`src/rtl/pcpi_pkg.sv`:
```
// pcpi_pkg: shared types and constants for the PCPI issue controller
//   pcpi_state_t : issue FSM states
//   PCPI_OP/PCPI_FUNCT7 : opcode fields of the M-extension instructions served over PCPI
//   pcpi_req_t   : instruction plus operands held towards the coprocessors
//   pcpi_rsp_t   : result returned to the pipeline
package pcpi_pkg;
  typedef enum logic [1:0] {IDLE, ISSUE, RESP} pcpi_state_t;
  localparam logic [6:0] PCPI_OP = 7'b0110011;
  localparam logic [6:0] PCPI_FUNCT7 = 7'b0000001;
  typedef struct packed {
    logic [31:0] insn;
    logic [31:0] rs1;
    logic [31:0] rs2;
  } pcpi_req_t;
  typedef struct packed {
    logic wr;
    logic [31:0] rd;
    logic illegal;
  } pcpi_rsp_t;
endpackage

```
`src/rtl/pcpi_issue_ctrl.sv`:
```
// pcpi_issue_ctrl: core-side PCPI initiator with claim timeout
//   clk, resetn        : clock, synchronous active-low reset
//   req_*              : pipeline request handshake (insn, rs1, rs2)
//   rsp_*              : pipeline response handshake (wr, rd, illegal)
//   pcpi_valid/insn/rs1/rs2 : held request towards the coprocessors
//   pcpi_wr/rd/wait/ready   : coprocessor claim and result
module pcpi_issue_ctrl
  import pcpi_pkg::*;
#(
  parameter int TIMEOUT_CYCLES = 16
) (
  input  logic        clk,
  input  logic        resetn,
  input  logic        req_valid,
  output logic        req_ready,
  input  logic [31:0] req_insn,
  input  logic [31:0] req_rs1,
  input  logic [31:0] req_rs2,
  output logic        rsp_valid,
  input  logic        rsp_ready,
  output logic        rsp_wr,
  output logic [31:0] rsp_rd,
  output logic        rsp_illegal,
  output logic        pcpi_valid,
  output logic [31:0] pcpi_insn,
  output logic [31:0] pcpi_rs1,
  output logic [31:0] pcpi_rs2,
  input  logic        pcpi_wr,
  input  logic [31:0] pcpi_rd,
  input  logic        pcpi_wait,
  input  logic        pcpi_ready
);
  localparam int CW = $clog2(TIMEOUT_CYCLES) + 1;
  localparam logic [CW-1:0] CNT_LOAD = CW'(TIMEOUT_CYCLES - 1);
  pcpi_state_t state_q;
  logic [CW-1:0] cnt_q;
  pcpi_req_t req_q;
  pcpi_rsp_t rsp_q;
  logic pcpi_valid_q;
  logic rsp_valid_q;
  assign req_ready = state_q == IDLE;
  assign pcpi_valid = pcpi_valid_q;
  assign pcpi_insn = req_q.insn;
  assign pcpi_rs1 = req_q.rs1;
  assign pcpi_rs2 = req_q.rs2;
  assign rsp_valid = rsp_valid_q;
  assign rsp_wr = rsp_q.wr;
  assign rsp_rd = rsp_q.rd;
  assign rsp_illegal = rsp_q.illegal;
  // cnt_q counts the remaining unclaimed cycles; any pcpi_wait restarts the full window
  always_ff @(posedge clk) begin
    if (!resetn) begin
      state_q <= IDLE;
      cnt_q <= '0;
      req_q <= '0;
      rsp_q <= '0;
      pcpi_valid_q <= 1'b0;
      rsp_valid_q <= 1'b0;
    end else begin
      case (state_q)
        IDLE: if (req_valid) begin
          req_q <= '{insn: req_insn, rs1: req_rs1, rs2: req_rs2};
          pcpi_valid_q <= 1'b1;
          cnt_q <= CNT_LOAD;
          state_q <= ISSUE;
        end
        ISSUE: if (pcpi_ready) begin
          rsp_q <= '{wr: pcpi_wr, rd: pcpi_rd, illegal: 1'b0};
          rsp_valid_q <= 1'b1;
          pcpi_valid_q <= 1'b0;
          state_q <= RESP;
        end else if (pcpi_wait) begin
          cnt_q <= CNT_LOAD;
        end else if (cnt_q == '0) begin
          rsp_q <= '{wr: 1'b0, rd: 32'd0, illegal: 1'b1};
          rsp_valid_q <= 1'b1;
          pcpi_valid_q <= 1'b0;
          state_q <= RESP;
        end else begin
          cnt_q <= cnt_q - CW'(1);
        end
        // rd is left as-is after the handshake; only the flags are cleared
        RESP: if (rsp_ready) begin
          rsp_valid_q <= 1'b0;
          rsp_q.wr <= 1'b0;
          rsp_q.illegal <= 1'b0;
          state_q <= IDLE;
        end
        default: state_q <= IDLE;
      endcase
    end
  end
endmodule

```
`config.mk`:
```
export PLATFORM = sky130hd
export DESIGN_NAME = pcpi_issue_ctrl
export DESIGN_NICKNAME = d
export VERILOG_FILES = /design/src/rtl/pcpi_pkg.sv /design/src/rtl/pcpi_issue_ctrl.sv
export SDC_FILE = /design/constraint.sdc
export NUM_CORES = 1
export LEC_CHECK = 0
export CAP_MARGIN = 15
export CORE_MARGIN = 2
export CORE_UTILIZATION = 35
export DETAILED_ROUTE_END_ITERATION = 8
export MAX_ROUTING_LAYER = met4
export PLACE_DENSITY = 0.76
export SLEW_MARGIN = 0
export SYNTH_ARGS = -nofsm -noshare
export SYNTH_HDL_FRONTEND = slang
export SYNTH_SLANG_ARGS = --single-unit
```
`constraint.sdc`:
```
create_clock -name clk -period 1.7 [get_ports clk]
set_input_delay 0.34 -clock clk [delete_from_list [all_inputs] [get_ports clk]]
set_output_delay 0.34 -clock clk [all_outputs]
set_load 0.005 [all_outputs]
```
==> Word-level counts from Yosys, hierarchy flattened <==
Cells that the tools add are included.
{ "op_classes": {"reduce_logical": 11, "eq_ne": 9, "muxes": 26, "addsub": 1} }
{ "op_table": {"columns": ["cell", "n"], "rows": [
  ["$mux W34", 3],
  ["$mux W5", 4],
  ["$reduce_and A4 Y1", 4],
  ["$mux W2", 5],
  ["$pmux W5 S2", 1],
  ["$ne A3 B3 Y1 const B", 3],
  ["$mux W1", 8],
  ["$pmux W1 S2", 4],
  ["$ne A2 B2 Y1 const B", 3],
  ["$pmux W2 S3", 1],
  ["$reduce_bool A2 Y1", 3],
  ["$logic_not A5 Y1", 1],
  ["$sub A5 B1 Y5 const B", 1],
  ["$reduce_and A3 Y1", 1],
  ["$eq A2 B1 Y1 const B", 1],
  ["$eq A2 B2 Y1 const B", 1],
  ["$logic_not A2 Y1", 1],
  ["$ne A2 B1 Y1 const B", 1],
  ["$reduce_and A2 Y1", 1]
]} }
{ "word_totals": {"word_cells": 57, "inputBits": 135, "ff_bits": 139} }

==> Longest topological paths before layout <==
Gate-level depths: netlist of run 1.
{ "depth": {"ltp_word": 5, "mapped_depth": 7} }

==> Least setup slack after synthesis of run 1 <==
Ideal clock, no wire load.
{ "synth_path": {"kind": "register -> register", "startpoint": "register cnt_q[0]", "endpoint": "register cnt_q[2]", "path_buffers": 0, "setup_ps": 141, "arrival_ps": 1520, "required_time_ps": 1559, "stages_incl_launch_ff": 6, "setup_slack_ps": 39, "path_cell_list": "dfxtp_1 inv_1 ha_1 or4b_4 a311oi_4 a2111oi_0"} }
{ "synth_via": {"elab_chain_cells": 5, "elab_cells_between_ends": 8, "classes_between": "add/sub (1); eq/ne (1); mux (4); reduce/logical (2)"} }
{ "synth_rtl": {"columns": ["element", "line_no", "rtl"], "rows": [
  ["start, declared", "pcpi_issue_ctrl.sv:36", "logic [CW-1:0] cnt_q;"],
  ["start signal, assigned", "pcpi_issue_ctrl.sv:80", "cnt_q <= cnt_q - CW'(1);"],
  ["$sub A5 B1 Y5", "pcpi_issue_ctrl.sv:80", null],
  ["$mux W5", "pcpi_issue_ctrl.sv:74", "end else if (cnt_q == '0) begin"],
  ["$mux W5", "pcpi_issue_ctrl.sv:72", "end else if (pcpi_wait) begin"],
  ["$mux W5", "pcpi_issue_ctrl.sv:67", "ISSUE: if (pcpi_ready) begin"],
  ["$pmux W5 S2", "pcpi_issue_ctrl.sv:60", "case (state_q)"]
]} }
Parallel ways exist; a longest one is shown, timed or not. The select of a mux whose other input is x is not followed.
A chain may end at the register's enable or synchronous reset.

==> Worst setup path after layout of run 1 <==
{ "layout_path": {"startpoint": "register rsp_q, in the netlist rsp_rd[11]", "endpoint": "output rsp_rd[11]"} }
{ "layout_lines": {"columns": ["element", "line_no", "rtl"], "rows": [
  ["start, declared", "pcpi_issue_ctrl.sv:38", "pcpi_rsp_t rsp_q;"],
  ["start signal, assigned", "pcpi_issue_ctrl.sv:68", "rsp_q <= '{wr: pcpi_wr, rd: pcpi_rd, illegal: 1'b0};"],
  ["start signal, assigned", "pcpi_issue_ctrl.sv:75", "rsp_q <= '{wr: 1'b0, rd: 32'd0, illegal: 1'b1};"],
  ["end, declared", "pcpi_issue_ctrl.sv:22", "output logic [31:0] rsp_rd,"]
]} }
No word-level cell between the ends.

==> results.ini, run 1 <==
[synthesis]
syn_area_um2=4850
synthSimpleGateAreaFrac=0.1816
synthMuxAreaShare=0
synth-compound-area-share=0.1912
avgSynthCellArea_um2=8.834
synth_nets=685
synthAdderAreaFrac=0.002580
synth_top_family_by_area=compound AO/OA/AOI/OAI gates
synth_cell_types=37
seq_area_frac_synth=0.5738
synth_warnings=0
ys_seq_elements=139
synth_xor_area_frac=0
syn_inst=549

[clock_network]
htree_levels=4
cts_buffers=17
clk_path_buf_depth=2
numClockSinks=139
cts-root-buf=clkbuf_16
cts_tree=built
clk-insertion-delay-late_ns=0.41
holdBufCountCts=0
path_clk_slew_ns=0.06

[pwr]
seq_power_share=0.411
clkPwrFrac=0.413
sw_frac_of_total=0.2318
power.total_w=0.008795
power_switching_w=0.002039
p_int_w=0.006756
ir_worst_vdd_v=0.0006173
p_leak_nw=3.219
p_per_area_nw_per_um2=1040
power_frac_comb=0.176

[finish]
multi_input_area_um2=1867
final_cell_mix=clkdlybuf4s50_1 (266), nand2_1 (193), dfxtp_1 (138)
seqCellArea_um2=2784
area_growth_pct=74.30
layout-drive-gt1-share=0.08675
fill_cells=1199
final_common_cell=clkdlybuf4s50_1
final_nets=954
diodes=0

[worst_setup_path]
crit_buf_inv=1
cp-end-kind=output port
worstSetupStartpoint=rsp_rd[11]
reg2reg_depth=6
cp_max_fo=2
crit_type=reg2out
path_cells=clkdlybuf4s50_1
crit_family=buffers and inverters
start_kind=register
cp.required_ns=1.36
cp_slowest_stage_delay_ns=0.54
critPathSlowestCell=clkdlybuf4s50_1
arrival_ns=1.28
critical_path_depth=1
reg2reg_from=cnt_q[1]

[place]
hpwl_mm=9.939
dp_slack_ns=-0.1613
gp_congestion=0.7909
place.port_buffers=267

[detailed_routing]
firstDrtPassIters=4
drc=0
drt_iter0_drc=133
viasPerCell=4.685
ant_nets=0
wirelength_mm=14.00
wl_per_cell_um=13.86
dr_total_vias=4732

[floorplan]
start_util=0.3535
io_pins=268
core_area_um2=13720
die_h_um=121.7
dieArea_um2=14810
die_x_um=121.7
num_rows=43

[min_path]
worstHoldPathCells=2
worst_hold_path_type=reg2reg
hp-start=pcpi_rs1[26]

[global_routing]
grt_pass1_wl_mm=21.29
grt_pass1_vias=4398
grt_overflow=0
gr-usage-all-layers=0.1887
grt_max_degree=48
antenna_found_initial=0

[timing]
setup_violations=0
rsz0062_at_grt=false
fin_skew_ns=0.007118
fin_crit_sh=0.9523
hold_viol_final=0
maxSlewViolCount=0
max_slew.worst_pin.slew_ns=0.3971
period_needed_ns=1.619
hold_ws_ns=0.4505
setup_slack_ns=0.08106
max_freq_mhz=617.7
relSlewSlack=0.7342

[outcome]
outcome=finished clean

[run]
cap_violations=0

## synthesized netlist by cell type
cell,n,area share
or3_2,1,0.0015
a22o_1,32,0.058
clkbuf_1,23,0.018
buf_4,2,0.0031
and3_1,2,0.0026
o21ai_0,4,0.0041
buf_6,3,0.0070
a221oi_2,1,0.0031
a21oi_1,98,0.10
nor3b_1,2,0.0031
and4bb_2,1,0.0026
buf_2,13,0.013
o21a_1,1,0.0015
nand3b_1,1,0.0015
o41ai_1,2,0.0036
o211a_1,1,0.0021
or3b_1,2,0.0036
nor2b_2,1,0.0018
dfxtp_1,139,0.57
or4b_4,1,0.0028
a221oi_1,1,0.0018
a211oi_1,1,0.0015
and4b_1,1,0.0021
clkbuf_8,2,0.0057
a32o_1,1,0.0021
inv_1,5,0.0039
a311oi_4,1,0.0054
a211o_1,1,0.0018
ha_1,1,0.0026
nor2_1,4,0.0031
nand2_1,193,0.15
nor4b_2,1,0.0031
a22oi_1,1,0.0015
a31o_2,1,0.0018
and2_1,1,0.0013
nor3_1,3,0.0031
a2111oi_0,1,0.0018
## metrics by stage
stage            util  std cells  instance area (µm²)  setup TNS, ns
2_1_floorplan       -        549                 4850              0
3_3_place_gp   0.5699        977                 7819         -8.853
3_5_place_dp   0.5699        977                 7819         -8.303
4_1_cts        0.6143       1009                 8428              0
5_1_grt        0.6161       1010                 8453              0
6_report       0.6161       1010                 8453              0
## registers in the layout, summed over array words and instances, names as in the netlist
| name | flops |
|---|---|
| cnt_q | 5 |
| pcpi_insn | 32 |
| pcpi_rs1 | 32 |
| pcpi_rs2 | 32 |
| pcpi_valid | 1 |
| rsp_illegal | 1 |
| rsp_rd | 32 |
| rsp_valid | 1 |
| rsp_wr | 1 |
| state_q | 2 |
## layout make-up
cell class                 count  area share
timing repair buffer         293      0.3514
sequential                   139      0.3293
multi-input combinational    362      0.2208
clock buffer                  23     0.05891
tap                          180     0.02664
clock inverter                 8     0.01066
inverter                       5    0.002220
## tightest hold or removal path: cells and delay by family (launching register included)
family | cells | cell delay, ns
AO/OA/AOI/OAI | 1 | 0.05
flip-flops | 1 | 0.30
AND/OR/NAND/NOR | 1 | 0.05
## what timing repair did
| item | 4_1_cts | 5_1_grt |
|---|---|---|
| pin swaps | 1 | 0 |
| setup buffers | 1 | 1 |
| setup endpoints to repair | 39 | 42 |
| resized for setup | 4 | 7 |
## worst paths after layout
kind / to / slack [ns]
worst max-delay path: rsp_rd[11] / 0.08
worst min-delay path: pcpi_rs1[26] / 0.45
worst max register to register: rsp_valid / 0.09
worst min register to register: pcpi_rs1[26] / 0.45
## power by group through the flow
stage | combinational, W | sequential [W] | clock (W)
after floorplan | 0.000554 | 0.00369 | 0
after global placement | 0.00152 | 0.00367 | 0
after detailed placement | 0.00153 | 0.00368 | 0
after CTS | 0.00155 | 0.00361 | 0.00371
after global routing | 0.00169 | 0.00364 | 0.00385
final | 0.00155 | 0.00362 | 0.00363
## cell families after synthesis
kind of cell / Yosys count
simple gates: 214
compound gates: 147
flops: 139
buf+inv: 48
fa+ha+maj: 1
## per-layer routing
layer / track usage / up-vias / share of wire
met4: 0.06897 / 0 / 0.015
met5: - / - / 0
met3: 0.05805 / 19 / 0.057
li1: - / 2380 / -
met2: 0.2981 / 158 / 0.48
met1: 0.2277 / 2175 / 0.45
(Power assumes the default switching activity.)
==> run 2, diff against run 1 <==
--- a/config.mk
+++ b/config.mk
@@ -8,6 +8,7 @@
 export CAP_MARGIN = 15
 export CORE_MARGIN = 2
 export CORE_UTILIZATION = 35
+export CTS_CLUSTER_SIZE = 28
 export DETAILED_ROUTE_END_ITERATION = 8
 export MAX_ROUTING_LAYER = met4
 export PLACE_DENSITY = 0.76
@@ -15,3 +16,4 @@
 export SYNTH_ARGS = -nofsm -noshare
 export SYNTH_HDL_FRONTEND = slang
 export SYNTH_SLANG_ARGS = --single-unit
+export TNS_END_PERCENT = 100
==> results of run 2 <==
Same layout as run 1: the final DEF is identical, and so are final timing and power.
==> run 3, diff against run 2 <==
--- a/config.mk
+++ b/config.mk
@@ -5,6 +5,7 @@
 export SDC_FILE = /design/constraint.sdc
 export NUM_CORES = 1
 export LEC_CHECK = 0
+export ABC_CLOCK_PERIOD_IN_PS = 1700
 export CAP_MARGIN = 15
 export CORE_MARGIN = 2
 export CORE_UTILIZATION = 35
==> results of run 3 <==
Same layout as run 1: the final DEF is identical, and so are final timing and power.
